`src/rtl/set_scan_ctrl.sv`:
```
// Scan sequencer for the SET grid datapath: four two-row passes over the 8x8 grid,
// counting membership hits returned HIT_LAT cycles after each valid point.
module set_scan_ctrl #(
    parameter int unsigned HIT_LAT = 1
) (
    input  logic       clk_i,
    input  logic       rst_i,
    input  logic       start_i,
    input  logic       abort_i,
    input  logic       hit_i,
    output logic       busy_o,
    output logic       coord_en_o,
    output logic [3:0] start_row_o,
    output logic       pt_valid_o,
    output logic [6:0] count_o,
    output logic       done_o
);

    localparam int unsigned PASS_W  = 2;
    localparam int unsigned PT_W    = 4;
    localparam int unsigned DRAIN_W = 3;
    localparam int unsigned ACC_W   = 7;
    localparam int unsigned ROW_W   = 4;

    localparam logic [PASS_W-1:0]  PASS_LAST  = PASS_W'(3);
    localparam logic [PT_W-1:0]    PT_LAST    = PT_W'(15);
    localparam logic [DRAIN_W-1:0] DRAIN_LAST = DRAIN_W'((HIT_LAT == 0) ? 0 : HIT_LAT - 1);

    typedef enum logic [2:0] {
        S_IDLE,
        S_LOAD,
        S_SCAN,
        S_DRAIN,
        S_DONE
    } state_t;

    state_t              state;
    state_t              state_next;
    logic [PASS_W-1:0]   pass;
    logic [PASS_W-1:0]   pass_next;
    logic [PT_W-1:0]     pt_cnt;
    logic [PT_W-1:0]     pt_cnt_next;
    logic [DRAIN_W-1:0]  drain_cnt;
    logic [DRAIN_W-1:0]  drain_next;
    logic [ACC_W-1:0]    acc;
    logic [ACC_W-1:0]    acc_next;
    logic [ACC_W-1:0]    count_next;
    logic [ROW_W-1:0]    row_next;
    logic                dv_c;
    logic                hit_c;
    logic                abort_c;

    // Abort only acts on an active scan; IDLE and the DONE cycle ignore it.
    assign abort_c = abort_i && (state == S_LOAD || state == S_SCAN || state == S_DRAIN);
    assign hit_c   = dv_c && hit_i;

    // Valid delay line aligning each point with its hit_i result.
    generate
        if (HIT_LAT == 0) begin : g_no_lat
            assign dv_c = pt_valid_o;
        end else begin : g_lat
            logic [HIT_LAT-1:0] dly;
            always_ff @(posedge clk_i) begin
                if (rst_i || abort_c) begin
                    dly <= '0;
                end else begin
                    dly <= HIT_LAT'({dly, pt_valid_o});
                end
            end
            assign dv_c = dly[HIT_LAT-1];
        end
    endgenerate

    always_ff @(posedge clk_i) begin
        if (rst_i) begin
            state <= S_IDLE;
        end else begin
            state <= state_next;
        end
    end

    always_comb begin
        state_next  = state;
        pass_next   = pass;
        pt_cnt_next = pt_cnt;
        drain_next  = drain_cnt;
        acc_next    = acc + ACC_W'(hit_c);
        count_next  = count_o;
        row_next    = start_row_o;

        case (state)
            S_IDLE: begin
                acc_next = acc;
                if (start_i) begin
                    state_next = S_LOAD;
                    pass_next  = '0;
                    acc_next   = '0;
                end
            end
            S_LOAD: begin
                pt_cnt_next = '0;
                state_next  = S_SCAN;
            end
            S_SCAN: begin
                pt_cnt_next = pt_cnt + PT_W'(1);
                if (pt_cnt == PT_LAST) begin
                    if (pass != PASS_LAST) begin
                        pass_next  = pass + PASS_W'(1);
                        state_next = S_LOAD;
                    end else if (HIT_LAT == 0) begin
                        state_next = S_DONE;
                    end else begin
                        drain_next = '0;
                        state_next = S_DRAIN;
                    end
                end
            end
            S_DRAIN: begin
                if (drain_cnt == DRAIN_LAST) begin
                    state_next = S_DONE;
                end else begin
                    drain_next = drain_cnt + DRAIN_W'(1);
                end
            end
            S_DONE: begin
                state_next = S_IDLE;
            end
            default: begin
                state_next = S_IDLE;
            end
        endcase

        if (abort_c) begin
            state_next = S_IDLE;
        end

        // Row for the coming LOAD is 2*pass+1; the final hit lands in count on entry to DONE.
        if (state_next == S_LOAD) begin
            row_next = ROW_W'({pass_next, 1'b1});
        end
        if (state_next == S_DONE) begin
            count_next = acc_next;
        end
    end

    always_ff @(posedge clk_i) begin
        if (rst_i) begin
            pass        <= '0;
            pt_cnt      <= '0;
            drain_cnt   <= '0;
            acc         <= '0;
            count_o     <= '0;
            start_row_o <= ROW_W'(1);
            busy_o      <= 1'b0;
            coord_en_o  <= 1'b0;
            pt_valid_o  <= 1'b0;
            done_o      <= 1'b0;
        end else begin
            pass        <= pass_next;
            pt_cnt      <= pt_cnt_next;
            drain_cnt   <= drain_next;
            acc         <= acc_next;
            count_o     <= count_next;
            start_row_o <= row_next;
            busy_o      <= (state_next != S_IDLE);
            coord_en_o  <= (state_next == S_LOAD);
            pt_valid_o  <= (state_next == S_SCAN);
            done_o      <= (state_next == S_DONE);
        end
    end

endmodule

```
`config.mk`:
```
export PLATFORM = sky130hd
export DESIGN_NAME = set_scan_ctrl
export DESIGN_NICKNAME = d
export VERILOG_FILES = /design/src/rtl/set_scan_ctrl.sv
export SDC_FILE = /design/constraint.sdc
export NUM_CORES = 1
export LEC_CHECK = 0
export ABC_AREA = 1
export BUFFER_PORTS_ARGS = -buffer_cell sky130_fd_sc_hd__clkbuf_2
export CORE_MARGIN = 5
export CORE_UTILIZATION = 51
export CTS_CLUSTER_DIAMETER = 150
export DETAILED_ROUTE_END_ITERATION = 8
export PLACE_DENSITY = 0.77
export SYNTH_ARGS = -nofsm -noshare
export SYNTH_HDL_FRONTEND = slang
export SYNTH_SLANG_ARGS = --single-unit
export TNS_END_PERCENT = 10
```
`constraint.sdc`:
```
create_clock -name clk_i -period 1.6 [get_ports clk_i]
set_clock_uncertainty 0.1 [all_clocks]
set_input_delay 0 -clock clk_i [delete_from_list [all_inputs] [get_ports clk_i]]
set_output_delay 0 -clock clk_i [all_outputs]
set_load 0.005 [all_outputs]
```
* After elaboration in Yosys (flattened, before gate mapping)
Index checks and enable logic that the tools add are counted.
Cells by class: add/sub/neg operators 4, multipliers 0, div/mod/pow operators 0, magnitude comparators 0, eq/ne operators 11, shift-type cells 0, muxes and demuxes 17, bitwise operators 0, reductions and logical operators 11
Operators by type and width (number):
- 3-bit two-way mux | 7
- 7-bit two-way mux | 2
- 3-bit one-hot mux with 4 select lines | 1
- 3-bit by 2-bit == test with 1-bit output (second input constant) | 3
- 2-bit two-way mux | 4
- 4-bit one-hot mux with 2 select lines | 1
- 7-bit by 1-bit adder with 7-bit output | 1
- 3-bit by 1-bit == test with 1-bit output (second input constant) | 2
- 3-bit logical NOT | 2
- 2-bit != test (second input constant) | 3
- 3-bit one-hot mux with 2 select lines | 1
- 4-bit by 1-bit adder with 4-bit output (second input constant) | 1
- 4-bit == test (second input constant) | 1
- 2-bit one-hot mux with 2 select lines | 1
- 4-bit AND reduction | 1
- 2-bit nonzero test | 2
- 3-bit by 1-bit adder with 3-bit output (second input constant) | 1
- 3-bit == test (second input constant) | 1
- 1-bit logical OR | 3
- 3-bit nonzero test | 1
- 2-bit by 1-bit adder with 2-bit output (second input constant) | 1
- 1-bit logical AND | 2
- 2-bit by 1-bit != test with 1-bit output (second input constant) | 1
Word-level totals: register bits after elaboration 33, bits in latches 0, memory bits (writable) 0, memory bits (read-only) 0, input bits 5, output and inout bits 15, memories 0

* Depth between registers and ports, before layout
word-level depth 6, mapped depth 12, depth with buffers taken out 12

* Worst setup path before layout
OpenSTA, ideal clock, no wires.
kind register to register, from reg drain_cnt[0], to reg count_o[5], setup time 0.109 ns, data arrival time 1.298 ns, path slack 0.093 ns, cell stages (with the launch flop) 9, buffers on the path 1, cell sequence dfxtp_1 inv_1 ha_1 inv_1 nor4_4 buf_6 nand3_1 nand2_1 inv_1
Between the ends: longest elaborated chain between the ends 5
Ends and longest elaborated chain:
- start: declaration | line 43 | logic [DRAIN_W-1:0] drain_cnt;
- start signal: assignment | line 161 | drain_cnt <= drain_next;
- 3-bit logical NOT | line 119 | if (drain_cnt == DRAIN_LAST) begin
- 3-bit two-way mux | line 119
- 3-bit one-hot mux with 4 select lines | line 91 | case (state)
- 3-bit two-way mux | line 133 | if (abort_c) begin
- 3-bit == test | line 141 | if (state_next == S_DONE) begin
- end signal: assignment | line 163 | count_o <= count_next;
- end: declaration | line 15 | output logic [6:0] count_o,
No other way between the ends. A chain may end at the register's enable or synchronous reset.

* Worst setup path in the final report
from reg g_lat.dly (netlist: dv_c), to reg count_o[5]
Between the ends: longest elaborated chain between the ends 3
Ends and longest elaborated chain:
- start: declaration | line 62 | logic [HIT_LAT-1:0] dly;
- start signal: assignment | line 67 | dly <= HIT_LAT'({dly, pt_valid_o});
- 1-bit logical AND | line 55 | assign hit_c = dv_c && hit_i;
- 7-bit by 1-bit adder with 7-bit output | line 87 | acc_next = acc + ACC_W'(hit_c);
- 7-bit two-way mux | line 91
No other way between the ends.

==> flow_metrics.tcl <==
set metrics [dict create \
    final-seq-area_um2 674.4 \
    seq_area_frac_synth_pct 41.61 \
    synth_top_area_share_pct 41.61 \
    synth-seq-cells 33 \
    grt_pass1_wl_um 5837 \
    max_stage_delay_ns 0.32 \
    track_usage_pct 17.85 \
    wl_um 3481 \
    cp-end-kind "flop" \
    status "complete, no violations" \
    core_um2 3028 \
    synth_ff_type "dfxtp_1" \
    setup_viol 0 \
    ctsRootBufferMaster "clkbuf_4" \
    hold_viol_final 0 \
    ys_types 30 \
    cts-buffers-inserted 5 \
    hold_class "in -> reg" \
    grt_pass1_vias 1378 \
    crit_chain "nand2_1 -> inv_1 -> ha_4 -> nand2_1 -> nor2_2 -> nand2_2 -> nor2_4 -> nand2_1 -> nand3_2 -> nand3_1 -> nand2_1 -> inv_1" \
    crit_top_cell "nand2_1" \
    antenna_found_initial 0 \
    syn-cell-area_um2 1588 \
    clock_latency_ns 0.34 \
    leakagePower_nw 0.8493 \
    synth_compound_area_share_pct 13.40 \
    synth_mux_area_share_pct 0 \
    grt_max_degree 19 \
    initial_core_util_pct 52.44 \
    synth_xor_area_share_pct 1.103 \
    stdcell_area_um2 1943 \
    cap_violations 0 \
    crit_slowest_cell "dfxtp_1" \
    post_dp_cell_area_um2 1739 \
    ios 20 \
    powerDensity_nw_per_um2 768.6 \
    viasPerCell 4.980 \
    fillCellCount 288 \
    synth_edf_count 0 \
    hold_start "hit_i" \
    place_congestion 0.8821 \
    syn_inst 224 \
    arrival_ns 1.68 \
    drcViolationCount 0 \
    cp.required_ns 1.75 \
    vias 1469 \
    path_delay_family "simple AND/OR/NAND/NOR gates" \
    wl_per_cell_um 11.80 \
    tritoncts "done" \
    cts.sinks 33 \
    layout-drive-gt1-share_pct 25.90 \
    synthTopCellsByArea "dfxtp_1, nand2_1, inv_1" \
    portBuffers 17 \
    startpoint "dv_c$_SDFF_PP0_" \
    slew_viol_final 0 \
    vdd_drop_max_mv 0.4789 \
    synthSimpleGateAreaFrac_pct 27.58 \
    yosys.area.top_type "dfxtp_1" \
    worst-setup-path-type "reg -> reg" \
    max_freq_ghz 0.6516 \
    dieArea_um2 4329 \
    syn_nets 234 \
    antenna_cells 0 \
    rsz0062_at_grt "yes" \
    htreeDepth 2 \
    avgSynthCellArea_um2 7.088 \
    clock_path_buffers 2 \
    period_needed_ns 1.535 \
    clk_pin_slew_ns 0.10 \
    chipWidth_um 65.80 \
    syn2layout_area_growth_pct 22.38 \
    ys_async_sr_fraction_pct 0 \
    die_y_um 65.80 \
    hpwlAfterDp_um 2445 \
    timing.hold.ws_ns 0.2103 \
    finalCritPeriodShare_pct 95.92 \
    cp_max_fo 3 \
    synth_fa_ha_area_share_pct 3.940 \
    synth_common_cells "nand2_1, inv_1, dfxtp_1" \
    cp-start-kind "flop" \
    r2r_start "dv_c$_SDFF_PP0_" \
    cp.buffers_inverters 2 \
    dr.pass1.iters 4 \
    synth.most_common_cell "nand2_1" \
    synth_top_family_by_area "simple AND/OR/NAND/NOR gates" \
    drtIter0Drc 45 \
    antenna_left 0 \
    overflow 0 \
    yosys_warnings 0 \
    multi_input_area_um2 847.1 \
    power_mw 1.493 \
    rows 20 \
    final_nets 260 \
]
## cells in the final DEF (no fill, tap or decap), drive strengths merged
cell type    Yosys  layout
a21boi           1       1
a21oi           18      18
buf              4       5
clkbuf           2      23
clkinv           0       2
conb             2       2
dfxtp           33      33
dlygate4sd3      0       3
ha               5       5
inv             40      40
nand2           47      47
nand3           15      15
nand3b           2       2
nand4            1       1
nor2            31      31
nor3             2       2
nor4             1       1
o211ai           1       1
o21a             2       2
o21ai           13      13
o22ai            2       2
xnor2            1       1
xor2             1       1
## metal layers
| metal | share of wire, % | track usage [%] |
|---|---|---|
| met1 | 41 | 20.11 |
| met2 | 52 | 30.54 |
| met3 | 4.7 | 5.952 |
| met5 | 0 | 0 |
| met4 | 1.9 | 7.513 |
## path summary, 6_finish.rpt
kind	to	slack, ns	cells after the start
hold reg to reg	dv_c$_SDFF_PP0_	0.36	2
hold / removal	acc[0]$_SDFF_PP0_	0.21	8
setup reg to reg	count_o[5]$_SDFFE_PP0N_	0.07	12
setup / recovery	count_o[5]$_SDFFE_PP0N_	0.07	12
## state kept, by name, summed over array words and instances (netlist names)
signal,count
done_o,1
drain_cnt,3
dv_c,1
pass,2
coord_en_o,1
acc,7
pt_valid_o,1
state,3
busy_o,1
start_row_o,2
pt_cnt,4
count_o,7
## tightest hold or removal path: stages
cell,delay [ns]
clkbuf_2,0.08
nand2_1,0.05
inv_1,0.06
ha_4,0.20
inv_1,0.05
o22ai_1,0.07
inv_1,0.06
nor2_1,0.04
## stage by stage
| stage | setup TNS (ns) | util [%] | worst slack, ns | std cells |
|---|---|---|---|---|
| 2_1_floorplan | 0 | - | 0.09271 | 224 |
| 3_3_place_gp | 0 | 57.44 | 0.04650 | 284 |
| 3_5_place_dp | 0 | 57.44 | 0.005909 | 284 |
| 4_1_cts | -0.1193 | 60.41 | -0.04635 | 295 |
| 5_1_grt | -0.2003 | 64.17 | -0.04608 | 295 |
| 6_report | 0 | 64.17 | 0.06534 | 295 |
## where the power goes
part	internal, mW	total [mW]	switching (mW)	leakage (nW)
clock	0.167	0.452	0.285	0.0320
sequential	0.845	0.863	0.0179	0.271
combinational	0.0641	0.178	0.114	0.546
total	1.08	1.49	0.417	0.849
## cells by family (layout without fill, tap and decap cells)
logic type / count (synthesis) / in the layout
AND/OR/NAND/NOR: 99 / 99
buffers and inverters: 46 / 73
AO/OA/AOI/OAI: 37 / 37
flip-flops: 33 / 33
adder cells (fa/ha/maj): 5 / 5
other: 2 / 2
XOR/XNOR: 2 / 2
## repair_timing
item | CTS | global route
pin swaps | 1 | 8
cloned | 0 | 0
setup buffers | 0 | 0
endpoints found under the setup margin | 7 | 20
resized for setup | 3 | 31
hold buffers | 3 | 0
hold endpoints to repair | 18 | 0
## cell type report
class / count / share of cell area (%)
multi-input combinational: 145 / 43.59
inverter: 40 / 7.727
timing repair buffer: 25 / 8.500
clock inverter: 2 / 0.5151
clock buffer: 6 / 2.125
sequential: 33 / 34.71
tap: 44 / 2.833
(Power assumes the default switching activity.)
